--- config.mk ---
export PLATFORM = sky130hd
export DESIGN_NAME = instr_prefetch_unit
export DESIGN_NICKNAME = d
export VERILOG_FILES = /design/src/rtl/riscv_pkg.sv /design/src/rtl/fetch_fifo.sv /design/src/rtl/instr_prefetch_unit.sv
export SDC_FILE = /design/constraint.sdc
export NUM_CORES = 1
export LEC_CHECK = 0
export BUFFER_PORTS_ARGS = -buffer_cell sky130_fd_sc_hd__buf_2
export CORE_AREA = 2 2 200 153
export DETAILED_ROUTE_END_ITERATION = 7
export DIE_AREA = 0 0 202 155
export HOLD_SLACK_MARGIN = 0.12
export PLACE_DENSITY_LB_ADDON = 0.2
export SETUP_SLACK_MARGIN = 0.05
export SYNTH_ARGS = -nofsm -noshare
export SYNTH_HDL_FRONTEND = slang
export SYNTH_SLANG_ARGS = --single-unit
--- constraint.sdc ---
create_clock -name clk -period 9.3 [get_ports clk]
set_input_delay 1.86 -clock clk [delete_from_list [all_inputs] [get_ports clk]]
set_output_delay 1.86 -clock clk [all_outputs]
set_load 0.05 [all_outputs]
--- src/rtl/riscv_pkg.sv ---
// Shared fetch-side types: FIFO entry and prefetch FSM states.
// S_FAULT exists only when FETCH_ALIGN_CHECK_EN is defined.
package riscv_pkg;

   typedef struct packed {
      logic [31:0] instr;
      logic [31:0] pc;
   } fetch_entry_t;

   typedef enum logic [1:0] {
      S_REQ,
      S_WAIT,
      S_DRAIN
`ifdef FETCH_ALIGN_CHECK_EN
      , S_FAULT
`endif
   } fetch_state_e;

endpackage

--- src/rtl/fetch_fifo.sv ---
// Instruction FIFO with registered head; the head tracks the entry that
// will be oldest after this cycle's push/pop/flush, so it has no bypass.
module fetch_fifo
   import riscv_pkg::*;
#(
   parameter int unsigned DEPTH = 4
) (
   input  logic                   clk,
   input  logic                   rst_n,
   input  logic                   push_i,
   input  logic [31:0]            instr_i,
   input  logic [31:0]            pc_i,
   input  logic                   pop_i,
   input  logic                   flush_i,
   output logic [$clog2(DEPTH):0] count_o,
   output logic                   valid_o,
   output logic [31:0]            instr_o,
   output logic [31:0]            pc_o,
   output logic [31:0]            npc_o
);

   localparam int unsigned AW = $clog2(DEPTH);
   localparam int unsigned CW = AW + 1;

   fetch_entry_t  mem_q [DEPTH];
   fetch_entry_t  din;
   fetch_entry_t  head_d, head_q;
   logic [AW-1:0] rd_q, rd_d, wr_q, wr_d;
   logic [CW-1:0] cnt_q, cnt_d, rem;
   logic          pop_ok, valid_q, valid_d;
   logic [31:0]   npc_q;

   assign din    = '{instr: instr_i, pc: pc_i};
   assign pop_ok = pop_i & (cnt_q != '0);
   assign rem    = cnt_q - CW'(pop_ok);

   always_comb begin
      cnt_d = cnt_q + CW'(push_i) - CW'(pop_ok);
      rd_d  = rd_q + AW'(pop_ok);
      wr_d  = wr_q + AW'(push_i);
      if (flush_i) begin
         cnt_d = '0;
         rd_d  = '0;
         wr_d  = '0;
      end
      valid_d = (cnt_d != '0);
      // With nothing left behind the pop, the incoming word becomes head
      head_d  = (rem == '0) ? din : mem_q[rd_d];
   end

   always_ff @(posedge clk) begin
      if (push_i && !flush_i) mem_q[wr_q] <= din;
   end

   always_ff @(posedge clk or negedge rst_n) begin
      if (!rst_n) begin
         rd_q    <= '0;
         wr_q    <= '0;
         cnt_q   <= '0;
         valid_q <= 1'b0;
         head_q  <= '0;
         npc_q   <= '0;
      end else begin
         rd_q    <= rd_d;
         wr_q    <= wr_d;
         cnt_q   <= cnt_d;
         valid_q <= valid_d;
         if (valid_d) begin
            head_q <= head_d;
            npc_q  <= head_d.pc + 32'd4;
         end
      end
   end

   assign count_o = cnt_q;
   assign valid_o = valid_q;
   assign instr_o = head_q.instr;
   assign pc_o    = head_q.pc;
   assign npc_o   = npc_q;

endmodule

--- src/rtl/instr_prefetch_unit.sv ---
// Fetch front end: single-outstanding imem requests into fetch_fifo.
// Optional FETCH_ALIGN_CHECK_EN traps misaligned redirects as a sticky fault.
module instr_prefetch_unit
   import riscv_pkg::*;
#(
   parameter int unsigned DEPTH    = 4,
   parameter logic [31:0] RESET_PC = 32'h0000_1000
) (
   input  logic        clk,
   input  logic        rst_n,
   output logic        imem_req,
   output logic [31:0] imem_addr,
   input  logic        imem_gnt,
   input  logic        imem_rvalid,
   input  logic [31:0] imem_rdata,
   input  logic        redirect_valid,
   input  logic [31:0] redirect_pc,
`ifdef FETCH_ALIGN_CHECK_EN
   output logic        fetch_fault,
`endif
   output logic        fd_valid,
   input  logic        fd_ready,
   output logic [31:0] fd_instr,
   output logic [31:0] fd_pc,
   output logic [31:0] fd_npc
);

   localparam int unsigned CW = $clog2(DEPTH) + 1;
   localparam int unsigned IW = CW + 1;

   fetch_state_e  state_q;
   logic [31:0]   pc_q;
   logic [CW-1:0] cnt;
   logic [IW-1:0] inflight;
   logic [31:0]   redir_pc;
   logic          outstanding, room, gnt, push, pop;

   assign outstanding = (state_q == S_WAIT) || (state_q == S_DRAIN);
   assign inflight    = IW'(cnt) + IW'(outstanding);
   assign room        = inflight < IW'(DEPTH);
   // Held low in reset so the request only appears once rst_n releases
   assign imem_req    = rst_n & (state_q == S_REQ) & room & ~redirect_valid;
   assign imem_addr   = rst_n ? pc_q : '0;
   assign gnt         = imem_req & imem_gnt;
   assign push        = (state_q == S_WAIT) & imem_rvalid & ~redirect_valid;
   assign pop         = fd_valid & fd_ready & ~redirect_valid;
   assign redir_pc    = redirect_pc & 32'hFFFF_FFFC;

`ifdef FETCH_ALIGN_CHECK_EN
   logic misalign, fault_q;
   assign misalign    = (redirect_pc[1:0] != 2'b00);
   assign fetch_fault = fault_q;
`endif

   always_ff @(posedge clk or negedge rst_n) begin
      if (!rst_n) begin
         state_q <= S_REQ;
         pc_q    <= RESET_PC;
`ifdef FETCH_ALIGN_CHECK_EN
         fault_q <= 1'b0;
`endif
      end else if (redirect_valid) begin
`ifdef FETCH_ALIGN_CHECK_EN
         fault_q <= misalign;
         if (!misalign) pc_q <= redir_pc;
`else
         pc_q <= redir_pc;
`endif
         unique case (state_q)
            S_WAIT, S_DRAIN: state_q <= imem_rvalid ? S_REQ : S_DRAIN;
            S_REQ:           state_q <= gnt ? S_DRAIN : S_REQ;
            default:         state_q <= S_REQ;
         endcase
`ifdef FETCH_ALIGN_CHECK_EN
         if (misalign) state_q <= S_FAULT;
`endif
      end else begin
         unique case (state_q)
            S_REQ: if (gnt) state_q <= S_WAIT;
            S_WAIT: begin
               if (imem_rvalid) begin
                  pc_q    <= pc_q + 32'd4;
                  state_q <= S_REQ;
               end
            end
            S_DRAIN: if (imem_rvalid) state_q <= S_REQ;
            default: state_q <= state_q;
         endcase
      end
   end

   fetch_fifo #(.DEPTH(DEPTH)) u_fifo (
      .clk     (clk),
      .rst_n   (rst_n),
      .push_i  (push),
      .instr_i (imem_rdata),
      .pc_i    (pc_q),
      .pop_i   (pop),
      .flush_i (redirect_valid),
      .count_o (cnt),
      .valid_o (fd_valid),
      .instr_o (fd_instr),
      .pc_o    (fd_pc),
      .npc_o   (fd_npc)
   );

endmodule

# After elaboration in Yosys (flattened, before gate mapping)

Memory sizes are Yosys's and may differ from the RTL's.
Cells that the tools add are included.

Register bits: 138
RAM bits: 256
Output and inout port bits: 130
Memories kept: 1

$add $sub $neg: 8
Order comparisons: 1
Eq/ne operators: 4
Muxes and demuxes: 17
Bitwise gates (word level): 10
Reductions and logical operators: 13

Memories:

| name         | depth | width | rd ports | clocked after memory_dff | write ports | RTL line         | text |
|---|---|---|---|---|---|---|---|
| u_fifo.mem_q | 4     | 64    | 1        | 0                        | 1           | fetch_fifo.sv:25 | `fetch_entry_t mem_q [DEPTH];` |

Operators with widths:

| kind                                                | number |
|---|---|
| two-way mux 32 bit                                  | 4 |
| adder 32 x 3 -> 32 bit (second input constant)      | 2 |
| two-way mux 64 bit                                  | 1 |
| two-way mux 2 bit                                   | 7 |
| AND 1 bit                                           | 9 |
| nonzero test 3 bit                                  | 3 |
| case mux 2 bit (2 select lines)                     | 2 |
| subtractor 3 x 1 -> 3 bit                           | 2 |
| adder 2 x 1 -> 2 bit                                | 2 |
| adder 3 x 1 -> 4 bit                                | 1 |
| < comparator 4 x 3 -> 1 bit (second input constant) | 1 |
| nonzero test 2 bit                                  | 2 |
| adder 3 x 1 -> 3 bit                                | 1 |
| zero test 3 bit                                     | 1 |
| two-way mux 3 bit                                   | 1 |
| != test 3 x 1 -> 1 bit (second input constant)      | 1 |
| != test 3 bit (second input constant)               | 1 |
| AND reduction 3 bit                                 | 1 |
| == test 2 x 1 -> 1 bit (second input constant)      | 1 |
| == test 2 bit (second input constant)               | 1 |
| zero test 2 bit                                     | 1 |
| two-way mux 1 bit                                   | 2 |
| AND reduction 2 bit                                 | 1 |
| OR reduction 2 bit                                  | 1 |
| other kinds (4)                                     | 4 |

# Longest topological paths before layout

Gate-level depths: netlist (run 1).

Depth after elaboration: 10
Gate-level depth with buffers: 18
Depth with buffers taken out: 13

# Hierarchy

Synthesis (run 1) repeated with hierarchy kept, for this count alone.

Cells, all modules: 1503
Area total of the unflattened synthesis: 17387.9 µm²

By module, submodules not included:

| module              | instances | cells an instance | area each (µm²) | sequential area each (µm²) |
|---|---|---|---|---|
| fetch_fifo          | 1         | 1242              | 15127.0         | 10239.8 |
| instr_prefetch_unit | 1         | 261               | 2260.9          | 802.0 |

# Worst setup path after synthesis (run 1)

OpenSTA, ideal clock, no wires.

Path type: input port to flip-flop
Start: input redirect_valid
End: memory u_fifo.mem_q[0][10] (netlist bit) (enable)
Setup time: 0.635 ns
Arrival time: 8.631 ns
Data required time: 8.665 ns
Setup slack: 0.035 ns
Cell stages on the path: 6
Buffers on the path: 5
Path through: buf_2 > clkbuf_2 > buf_2 > buf_2 > buf_1 > nor4_1

Word-level cells in the longest chain between the ends: 5
Elaborated cells between the ends (all ways): 6
Those cells by class: 2 x mux; 2 x bitwise; 2 x reduce/logical

RTL lines:

| what                                        | RTL line                  | text |
|---|---|---|
| start: declaration                          | instr_prefetch_unit.sv:16 | `input logic redirect_valid,` |
| inverter 1 bit                              | instr_prefetch_unit.sv:45 | `assign push = (state_q == S_WAIT) & imem_rvalid & ~redirect_valid;` |
| AND 1 bit                                   | instr_prefetch_unit.sv:45 |  |
| logical AND 1 bit (*)                       | fetch_fifo.sv:52          | `if (push_i && !flush_i) mem_q[wr_q] <= din;` |
| two-way mux 1 bit (*)                       | fetch_fifo.sv:52          |  |
| two-way mux 1 bit (implied by the code) (*) | fetch_fifo.sv:52          |  |
| end: declaration                            | fetch_fifo.sv:25          |  |

Every way passes the cells marked *; elsewhere a longest branch is shown, timed or not.

# Worst setup path in the final report (run 1)

Start: input redirect_valid
End: register u_fifo.npc_q[28], in the netlist u_fifo.npc_o[28]

Word-level cells in the longest chain between the ends: 8
Elaborated cells between the ends (all ways): 15
Those cells by class: 5 x add/sub; 3 x mux; 4 x bitwise; 2 x reduce/logical; 1 x memory

RTL lines:

| what                   | RTL line                                             | text |
|---|---|---|
| inverter 1 bit         | instr_prefetch_unit.sv:45, instr_prefetch_unit.sv:46 |  |
| AND 1 bit              | instr_prefetch_unit.sv:46                            | `assign pop = fd_valid & fd_ready & ~redirect_valid;` |
| AND 1 bit              | fetch_fifo.sv:34                                     | `assign pop_ok = pop_i & (cnt_q != '0);` |
| adder 2 x 1 -> 2 bit   | fetch_fifo.sv:39                                     | `rd_d = rd_q + AW'(pop_ok);` |
| two-way mux 2 bit      | fetch_fifo.sv:41                                     | `if (flush_i) begin` |
| memory (4 x 64 bit)    | --                                                   |  |
| two-way mux 64 bit     | fetch_fifo.sv:48                                     | `head_d = (rem == '0) ? din : mem_q[rd_d];` |
| adder 32 x 3 -> 32 bit | fetch_fifo.sv:70                                     | `npc_q <= head_d.pc + 32'd4;` |
| end signal: assignment | fetch_fifo.sv:70                                     |  |
| end: declaration       | fetch_fifo.sv:31                                     | `logic [31:0] npc_q;` |

Parallel ways exist; a longest one is shown, timed or not.
A chain may end at the register's enable or synchronous reset.

==> results.py, run 1 <==
metrics = {
    "global_route": {
        "grt_util_all_layers_pct": 25.9,
        "overflow": 0,
        "first_global_vias": 11305,
        "grt_first_pass_wirelength_um": 63700,
        "grt_start_max_net_pins": 88,
        "initial_antenna_violation_count": 0,
    },
    "timing": {
        "post_route_clock_period_utilization_pct": 75.4,
        "setup_total_negative_slack_ns": 0,
        "report.final.slew_viol_count": 0,
        "max_slew.worst_pin.slew_ns": 1.02,
        "rsz0062_at_grt": "false",
        "final_hold_viol_count": 0,
        "worst_slack_on_hold_paths_ns": 0.457,
        "worst_setup_slack_after_layout_ns": 2.29,
        "max_clock_freq_mhz": 143,
        "slew_headroom_pct": 31.9,
        "timing.clock.skew_ns": 0.0184,
        "period_minus_slack_ns": 7.01,
        "report.final.setup_viol": 0,
    },
    "pwr": {
        "combPwrFrac_pct": 28.9,
        "internal_power_mw": 3.22,
        "clock_power_share_pct": 28.5,
        "p_sw_mw": 1.94,
        "p_seq_share_pct": 42.6,
        "cellLeakagePower_nw": 7.40,
        "irDropWorstVdd_mv": 0.189,
        "power_switching_share_pct": 37.6,
        "power_density_over_the_cells_mw_per_mm2": 265,
    },
    "placed_design": {
        "detailed_place_hpwl_um": 24700,
        "dp_slack_ns": 1.75,
        "place_congestion": 0.848,
        "place_area_sq_mm": 0.0183,
        "port_buffers": 191,
    },
    "logic_synthesis": {
        "synth_sequential_area_ratio_pct": 62.8,
        "edff_count_synth": 248,
        "syn_area_per_cell_sq_um": 11.8,
        "ys_async_sr_fraction_pct": 34.7,
        "netlist_area_sq_mm": 0.0171,
        "ys_dominant_reg_cell": "sky130_fd_sc_hd__edfxtp_1",
        "ys_types": 82,
        "synth_seq_cells": 380,
        "synthesis.yosys.warnings": 0,
        "post_synth_inst_count": 1446,
    },
    "clock_network": {
        "cts_sinks": 380,
        "clk_pin_slew_ns": 0.06,
        "worstSkewPairLatency_ns": 0.54,
        "max-clock-path-buffers": 3,
        "cts_htree_levels": 2,
        "cts.hold.buffers_added": 0,
        "cts.repair.resized": 0,
        "cts_setup_buffers": 0,
        "root_buffer": "sky130_fd_sc_hd__clkbuf_16",
        "clock_tree_from_tritoncts": "yes",
        "cts_inserted_buffers": 39,
    },
    "setup_path": {
        "reg2reg_slack_ns": 4.10,
        "critical_path_buf_inv_count": 5,
        "cp_common_cell": "sky130_fd_sc_hd__buf_4",
        "end_kind": "register",
        "cp-start-kind": "input pin",
        "crit_required_ns": 9.74,
        "critical-path-slowest-cell": "sky130_fd_sc_hd__ha_2",
        "timing.critical_path.cells": "buf_4 > inv_1 > o2111a_1 > ha_2 > nand2b_2 > buf_4 > inv_2 > buf_4 > a32o_1 > o32a_2 > or4b_1 > nor2_1 > a31oi_1 > o31ai_1",
        "setup.worst_path.class": "input pin to register",
        "critical_path.max_fanout": 75,
        "crit_arrival_ns": 7.45,
        "cpPeakStageDelay_ns": 0.87,
        "cp_top_family": "buffers and inverters",
    },
    "status": {
        "outcome": "complete, no violations",
    },
    "final_layout": {
        "layout-area-overhead-vs-synth_pct": 13.9,
        "drive_gt1_share_pct": 19.2,
        "antenna-diode-count": 0,
        "nets": 1685,
        "final_area_sq_mm": 0.0195,
    },
    "floorplanning": {
        "placementRows": 55,
        "design.die.area_sq_mm": 0.0313,
        "pin_count": 200,
        "die_x_um": 202,
        "dieHeight_um": 155,
        "core-area_sq_mm": 0.0295,
        "floorplan.initialDensity_pct": 58.0,
    },
    "detailed_routing": {
        "initialDrtViolationCount": 1133,
        "dr.pass1.iters": 6,
        "wl_per_cell_um": 20.0,
        "route.antenna.remaining_nets": 0,
        "totalWireLength_um": 40500,
        "routed-via-count": 12023,
        "avgViaCountPerCell": 5.92,
        "post-route-drc-count": 0,
    },
    "run": {
        "cap_violations": 0,
    },
    "hold_path": {
        "worstHoldPathType": "register to register",
    },
}
-- worst paths after layout --
kind / from / to / cells past startpoint
max in group asynchronous: rst_n / u_fifo.instr_o[28] / 2
hold reg to reg: u_fifo.pc_o[15] / u_fifo.pc_o[15] / 2
min in group asynchronous: rst_n / u_fifo.pc_o[24] / 1
setup reg to reg: u_fifo.count_o[2] / u_fifo.npc_o[28] / 13
hold / removal: u_fifo.pc_o[15] / u_fifo.pc_o[15] / 2
setup / recovery: redirect_valid / u_fifo.npc_o[28] / 14
-- cells in the mapped netlist, types with 4 or more instances --
master,n,area share [%]
sky130_fd_sc_hd__o32a_1,14,0.82
sky130_fd_sc_hd__nand4_1,15,0.55
sky130_fd_sc_hd__nand3b_1,20,0.88
sky130_fd_sc_hd__a311oi_1,33,1.7
sky130_fd_sc_hd__a211oi_1,34,1.5
sky130_fd_sc_hd__nor3_1,31,0.91
sky130_fd_sc_hd__dfrtp_1,131,19
sky130_fd_sc_hd__and3b_1,5,0.26
sky130_fd_sc_hd__nand3_1,13,0.38
sky130_fd_sc_hd__and2_1,70,2.6
sky130_fd_sc_hd__nor2b_1,10,0.37
sky130_fd_sc_hd__inv_1,17,0.37
sky130_fd_sc_hd__nor2_1,53,1.2
sky130_fd_sc_hd__o31ai_1,11,0.48
sky130_fd_sc_hd__nand2_1,250,5.5
sky130_fd_sc_hd__buf_4,15,0.66
sky130_fd_sc_hd__or4_1,5,0.22
sky130_fd_sc_hd__buf_6,8,0.53
sky130_fd_sc_hd__buf_1,12,0.26
sky130_fd_sc_hd__nand2b_1,25,0.91
sky130_fd_sc_hd__mux2i_1,24,1.4
sky130_fd_sc_hd__xnor2_1,19,0.97
sky130_fd_sc_hd__clkbuf_1,50,1.1
sky130_fd_sc_hd__a31oi_1,16,0.58
sky130_fd_sc_hd__xor2_1,25,1.3
sky130_fd_sc_hd__and3_1,10,0.37
sky130_fd_sc_hd__a21oi_1,56,1.6
sky130_fd_sc_hd__buf_2,16,0.47
sky130_fd_sc_hd__mux2_2,4,0.26
sky130_fd_sc_hd__edfxtp_1,248,43
sky130_fd_sc_hd__ha_1,12,0.88
sky130_fd_sc_hd__and4_1,11,0.56
sky130_fd_sc_hd__o21ai_0,106,3.1
-- power by group through the flow --
stage	clock network [mW]	logic [mW]	registers [mW]
after global placement	0	1.47	2.22
after detailed placement	0	1.50	2.23
after floorplan	0	0.469	2.84
after global routing	1.57	1.60	2.23
after CTS	1.49	1.50	2.20
final	1.47	1.49	2.20
-- registers in the layout, summed over array words and instances, names as in the netlist --
name,cells
u_fifo.mem_q,248
u_fifo.instr_o,32
pc_q,30
u_fifo.npc_o,30
u_fifo.pc_o,30
u_fifo.count_o,3
state_q,2
u_fifo.rd_q,2
u_fifo.wr_q,2
u_fifo.valid_o,1
-- stage by stage --
stage | power (mW) | utilization (%) | cells
after global routing | 5.39 | 66.1 | 2032
after global placement | 3.70 | 62.0 | 1960
after detailed placement | 3.73 | 62.0 | 1960
after floorplan | 3.30 | - | 1451
after CTS | 5.20 | 66.1 | 2032
final | 5.16 | 66.1 | 2032
-- layout by cell type, fill, tap and decap left out, types with 5 or more instances in the layout --
cell / instances
sky130_fd_sc_hd__o32a_1: 14
sky130_fd_sc_hd__buf_4: 22
sky130_fd_sc_hd__or4_1: 5
sky130_fd_sc_hd__clkbuf_1: 13
sky130_fd_sc_hd__clkinv_1: 6
sky130_fd_sc_hd__nand2_1: 250
sky130_fd_sc_hd__nand2b_1: 24
sky130_fd_sc_hd__nand3b_1: 20
sky130_fd_sc_hd__nor3_1: 30
sky130_fd_sc_hd__inv_1: 17
sky130_fd_sc_hd__a211oi_1: 34
sky130_fd_sc_hd__edfxtp_1: 248
sky130_fd_sc_hd__ha_1: 11
sky130_fd_sc_hd__and4_1: 11
sky130_fd_sc_hd__conb_1: 6
sky130_fd_sc_hd__dfrtp_1: 131
sky130_fd_sc_hd__a311oi_1: 33
sky130_fd_sc_hd__xor2_1: 25
sky130_fd_sc_hd__xnor2_1: 18
sky130_fd_sc_hd__a31oi_1: 16
sky130_fd_sc_hd__nand4_1: 15
sky130_fd_sc_hd__o31ai_1: 11
sky130_fd_sc_hd__and3_1: 9
sky130_fd_sc_hd__mux2i_1: 24
sky130_fd_sc_hd__clkbuf_16: 39
sky130_fd_sc_hd__nor2b_1: 10
sky130_fd_sc_hd__clkinv_2: 6
sky130_fd_sc_hd__nand3_1: 13
sky130_fd_sc_hd__a21oi_1: 56
sky130_fd_sc_hd__nor2_1: 50
sky130_fd_sc_hd__and2_1: 70
sky130_fd_sc_hd__and3b_1: 5
sky130_fd_sc_hd__o21ai_0: 106
sky130_fd_sc_hd__buf_2: 189
-- worst min-delay path: cells and delay by family (launching register included) --
family	cells	cell delay [ns]
flops	1	0.33
simple gates	2	0.10
-- cell families (layout without fill, tap and decap cells) --
| group | after synthesis | after routing | synth area share [%] |
|---|---|---|---|
| buffers and inverters | 121 | 303 | 3.46 |
| DFF | 380 | 380 | 62.8 |
| adders and majority gates | 13 | 13 | 0.994 |
| xor gates and xnor gates | 47 | 47 | 2.54 |
| muxes | 28 | 28 | 1.67 |
| and+or+nand+nor | 549 | 549 | 16.3 |
| other | 1 | 6 | 0.0219 |
| AOI/OAI and AO/OA | 307 | 307 | 12.3 |
-- layer usage --
metal | up-vias | track usage, % | part of all wire [%] | routed length, um
li1 | 5581 | - | - | -
met1 | 5923 | 37.4 | 44 | 17700
met2 | 473 | 41.4 | 47 | 19300
met3 | 46 | 4.38 | 7.4 | 3000
met4 | 0 | 6.30 | 1.4 | 584
met5 | - | 0 | 0 | 0
-- cell type report --
class	count	area [sq um]
Sequential cell	380	10800
Fill cell	2189	10000
Multi-Input combinational cell	950	5870
Timing Repair Buffer	212	1120
Clock buffer	56	1080
Tap cell	399	499
Clock inverter	16	113
Inverter	19	71.3
Power figures use the tool's default switching activity.
==> run 2, diff against run 1 <==
--- a/config.mk
+++ b/config.mk
@@ -5,10 +5,11 @@
 export SDC_FILE = /design/constraint.sdc
 export NUM_CORES = 1
 export LEC_CHECK = 0
+export ABC_AREA = 1
 export BUFFER_PORTS_ARGS = -buffer_cell sky130_fd_sc_hd__buf_2
-export CORE_AREA = 2 2 200 153
+export CORE_AREA = 2 2 214 163
 export DETAILED_ROUTE_END_ITERATION = 7
-export DIE_AREA = 0 0 202 155
+export DIE_AREA = 0 0 216 165
 export HOLD_SLACK_MARGIN = 0.12
 export PLACE_DENSITY_LB_ADDON = 0.2
 export SETUP_SLACK_MARGIN = 0.05
==> constraint.sdc (replaced) <==
create_clock -name clk -period 5.9 [get_ports clk]
set_input_delay 1.18 -clock clk [delete_from_list [all_inputs] [get_ports clk]]
set_output_delay 1.18 -clock clk [all_outputs]
set_load 0.05 [all_outputs]
==> run 2 against run 1 <==
Effect of this change: global-route usage is 0.65 points lower; cell count is 20% higher; clock-buffer cell count is 3 lower; register-to-register slack worse by 2.2 ns; sequential share of layout area is 1.6 points lower; non-clock buffer count is 2 lower; clock skew is 0.0063 ns lower; setup slack worse by 0.53 ns; flip-flop and latch count stayed put; largest cell class unchanged.
==> results.py, run 2 <==
metrics = {
    "setup_path": {
        "setup.worst_path.class": "input pin to register",
        "cpPeakStageDelay_ns": 0.41,
        "cp_common_cell": "sky130_fd_sc_hd__nor2_4",
        "crit_required_ns": 6.31,
        "critical-path-slowest-cell": "sky130_fd_sc_hd__nor2_4",
        "cp_top_family": "simple AND/OR/NAND/NOR gates",
        "timing.critical_path.cells": "buf_2 > inv_4 > o2111ai_1 > inv_1 > ha_1 > buf_4 > inv_2 > nor2_4 > nor2_1 > nor3_2 > nor2_1 > nor2_4 > ha_1 > nand3_1 > nor2_4 > nand3_2 > nor2_4 > nand3_1 > nand2_1 > o21ai_1",
        "end_kind": "register",
        "critical_path.max_fanout": 22,
        "cp-start-kind": "input pin",
        "reg2reg_slack_ns": 1.87,
        "critical_path.reg2reg.startpoint": "u_fifo.count_o[0]",
        "worst_r2r_path_depth": 20,
        "critical_path_buf_inv_count": 5,
        "crit_arrival_ns": 4.56,
        "worst_setup_path_startpoint": "redirect_valid",
        "timing.rr.end": "u_fifo.npc_o[24]",
    },
    "global_route": {
        "grt_start_max_net_pins": 101,
        "grt_first_pass_wirelength_um": 70100,
        "grt_util_all_layers_pct": 25.2,
        "first_global_vias": 12682,
        "initial_antenna_violation_count": 0,
        "overflow": 0,
    },
    "floorplanning": {
        "dieHeight_um": 165,
        "floorplan.initialDensity_pct": 52.6,
        "design.die.area_sq_mm": 0.0356,
        "core-area_sq_mm": 0.0334,
        "die_x_um": 216,
        "pin_count": 200,
        "placementRows": 58,
    },
    "pwr": {
        "power_density_over_the_cells_mw_per_mm2": 404,
        "p_seq_share_pct": 42.7,
        "irDropWorstVdd_mv": 0.404,
        "internal_power_mw": 5.12,
        "p_sw_mw": 3.00,
        "cellLeakagePower_nw": 8.65,
        "combPwrFrac_pct": 26.8,
        "power_switching_share_pct": 36.9,
        "clock_power_share_pct": 30.5,
    },
    "placed_design": {
        "port_buffers": 191,
        "place_congestion": 0.869,
        "numPlacedInstances": 2374,
        "detailed_place_hpwl_um": 27500,
        "dp_slack_ns": 1.25,
    },
    "logic_synthesis": {
        "ys_types": 51,
        "synthesis.yosys.warnings": 0,
        "ys_async_sr_fraction_pct": 34.7,
        "cell_with_the_most_instances_after_synthesis": "sky130_fd_sc_hd__nand2_1",
        "ys_dominant_reg_cell": "sky130_fd_sc_hd__edfxtp_1",
        "post_synth_inst_count": 1807,
        "post-synth-top-area-fraction_pct": 42.4,
        "syn_area_per_cell_sq_um": 9.72,
        "biggest_area_contributors_in_the_synthesized_netlist": "sky130_fd_sc_hd__edfxtp_1 (42%), sky130_fd_sc_hd__dfrtp_1 (19%), sky130_fd_sc_hd__nand2_1 (11%), sky130_fd_sc_hd__nor2_1 (4.0%), sky130_fd_sc_hd__inv_1 (3.1%)",
        "synth_area_leader_cell": "sky130_fd_sc_hd__edfxtp_1",
        "synth_common_cells": "sky130_fd_sc_hd__nand2_1 (520), sky130_fd_sc_hd__edfxtp_1 (248), sky130_fd_sc_hd__nor2_1 (185)",
        "edff_count_synth": 248,
        "synth_sequential_area_ratio_pct": 61.2,
        "netlist_area_sq_mm": 0.0176,
        "synth_seq_cells": 380,
    },
    "clock_network": {
        "cts.repair.resized": 0,
        "worstSkewPairLatency_ns": 0.54,
        "cts_htree_levels": 2,
        "clock_tree_from_tritoncts": "yes",
        "cts_setup_buffers": 0,
        "max-clock-path-buffers": 3,
        "root_buffer": "sky130_fd_sc_hd__clkbuf_16",
        "cts_sinks": 380,
        "cts_inserted_buffers": 39,
        "clk_pin_slew_ns": 0.06,
        "cts.hold.buffers_added": 0,
    },
    "timing": {
        "worst_setup_slack_after_layout_ns": 1.75,
        "timing.clock.skew_ns": 0.0121,
        "worst_slack_on_hold_paths_ns": 0.477,
        "post_route_clock_period_utilization_pct": 70.3,
        "report.final.slew_viol_count": 0,
        "slew_headroom_pct": 30.6,
        "max_clock_freq_mhz": 241,
        "final_hold_viol_count": 0,
        "period_minus_slack_ns": 4.15,
        "max_slew.worst_pin.slew_ns": 1.04,
        "report.final.setup_viol": 0,
        "rsz0062_at_grt": "false",
    },
    "hold_path": {
        "worstHoldPathType": "register to register",
        "start_point_of_the_worst_hold_path": "u_fifo.npc_o[17]",
        "min_delay_worst_endpoint": "u_fifo.npc_o[17]",
        "hold_path_cells": 2,
    },
    "final_layout": {
        "number_of_flip_flops_in_the_largest_register": 248,
        "antenna-diode-count": 0,
        "leading_cell_type_in_the_layout_fill_and_taps_excluded": "sky130_fd_sc_hd__nand2_1",
        "layout-area-overhead-vs-synth_pct": 14.5,
        "mostFrequentLayoutCells": "sky130_fd_sc_hd__nand2_1 (519), sky130_fd_sc_hd__edfxtp_1 (248), sky130_fd_sc_hd__buf_2 (190)",
        "finish.cell_count_without_fillers": 2445,
        "largest-register": "u_fifo.mem_q",
        "drive_gt1_share_pct": 18.2,
        "finish.utilization_pct": 60.2,
        "nets": 2048,
    },
    "run": {
        "cap_violations": 0,
    },
    "detailed_routing": {
        "avgViaCountPerCell": 5.39,
        "dr.pass1.iters": 5,
        "totalWireLength_um": 44600,
        "routed-via-count": 13168,
        "wl_per_cell_um": 18.2,
        "post-route-drc-count": 0,
        "initialDrtViolationCount": 1381,
        "route.antenna.remaining_nets": 0,
    },
    "status": {
        "outcome": "complete, no violations",
    },
}
==> run 2: changes by cell type after synthesis, moves of 31 or more <==
cell,previous run,this run
sky130_fd_sc_hd__nand3_1,13,96
sky130_fd_sc_hd__and2_1,70,0
sky130_fd_sc_hd__nand2_1,250,520
sky130_fd_sc_hd__a211oi_1,34,0
sky130_fd_sc_hd__o211ai_1,0,31
sky130_fd_sc_hd__a21oi_1,56,20
sky130_fd_sc_hd__nor2_1,53,185
sky130_fd_sc_hd__a311oi_1,33,0
sky130_fd_sc_hd__inv_1,17,147
==> run 2: how the worst max path moves through the flow <==
| stage | cells after the start | to |
|---|---|---|
| after CTS | 24 | u_fifo.npc_o[30] |
| after global routing | 24 | u_fifo.npc_o[30] |
| after floorplan | 5 | u_fifo.mem_q[0][10] |
| final | 20 | u_fifo.npc_o[24] |
| after global placement | 24 | u_fifo.npc_o[30] |
| after detailed placement | 24 | u_fifo.npc_o[30] |
==> run 2: logic make-up after synthesis <==
group                      Yosys count  share of synthesized area [%]
AOI/OAI and AO/OA                  230                           8.32
xor gates and xnor gates            23                           1.15
adders and majority gates           13                          0.969
buffers and inverters              252                           6.23
DFF                                380                           61.2
other                                1                         0.0214
and+or+nand+nor                    908                           22.1
==> run 2: cell type report <==
cell class / instances / area [sq um]
fill: 2854 / 13300
tap: 450 / 563
clock inverter: 18 / 189
clock buffer: 53 / 1080
multi-input combinational: 1180 / 5760
sequential: 380 / 10800
inverter: 154 / 583
timing repair buffer: 210 / 1170
==> run 2: layer usage <==
metal | vias up | track usage (%) | wire length, um
met5 | - | 0 | 0
met4 | 0 | 6.88 | 865
li1 | 6314 | - | -
met3 | 59 | 4.51 | 3360
met1 | 6308 | 35.9 | 20000
met2 | 487 | 40.3 | 20300
==> run 2: worst reg2reg max path, stage by stage (launching register included) <==
cell and delay, ns:
sky130_fd_sc_hd__dfrtp_1 0.40, sky130_fd_sc_hd__inv_1 0.13, sky130_fd_sc_hd__nand2_1 0.07, sky130_fd_sc_hd__o2111ai_1 0.17
sky130_fd_sc_hd__inv_1 0.13, sky130_fd_sc_hd__ha_1 0.29, sky130_fd_sc_hd__buf_4 0.29, sky130_fd_sc_hd__inv_2 0.08
sky130_fd_sc_hd__nor2_4 0.41, sky130_fd_sc_hd__nor2_1 0.12, sky130_fd_sc_hd__nor3_2 0.17, sky130_fd_sc_hd__nor2_1 0.09
sky130_fd_sc_hd__nor2_4 0.18, sky130_fd_sc_hd__ha_1 0.23, sky130_fd_sc_hd__nand3_1 0.15, sky130_fd_sc_hd__nor2_4 0.16
sky130_fd_sc_hd__nand3_2 0.24, sky130_fd_sc_hd__nor2_4 0.25, sky130_fd_sc_hd__nand3_1 0.18, sky130_fd_sc_hd__nand2_1 0.09
sky130_fd_sc_hd__o21ai_1 0.07
==> run 2: through the flow <==
step	total power [mW]	area [sq um]	setup TNS [ns]
3_3_place_gp	5.67	18800	0
4_1_cts	8.18	20100	0
2_1_floorplan	5.06	17600	-216.00
3_5_place_dp	5.70	18800	0
6_report	8.12	20100	0
5_1_grt	8.44	20100	0
==> run 2: power groups by stage <==
stage / logic, mW / clock network [mW] / registers, mW
2_1_floorplan: 0.554 / 0 / 4.51
3_3_place_gp: 2.16 / 0 / 3.51
3_5_place_dp: 2.18 / 0 / 3.51
4_1_cts: 2.20 / 2.51 / 3.47
5_1_grt: 2.30 / 2.63 / 3.51
6_report: 2.18 / 2.48 / 3.47
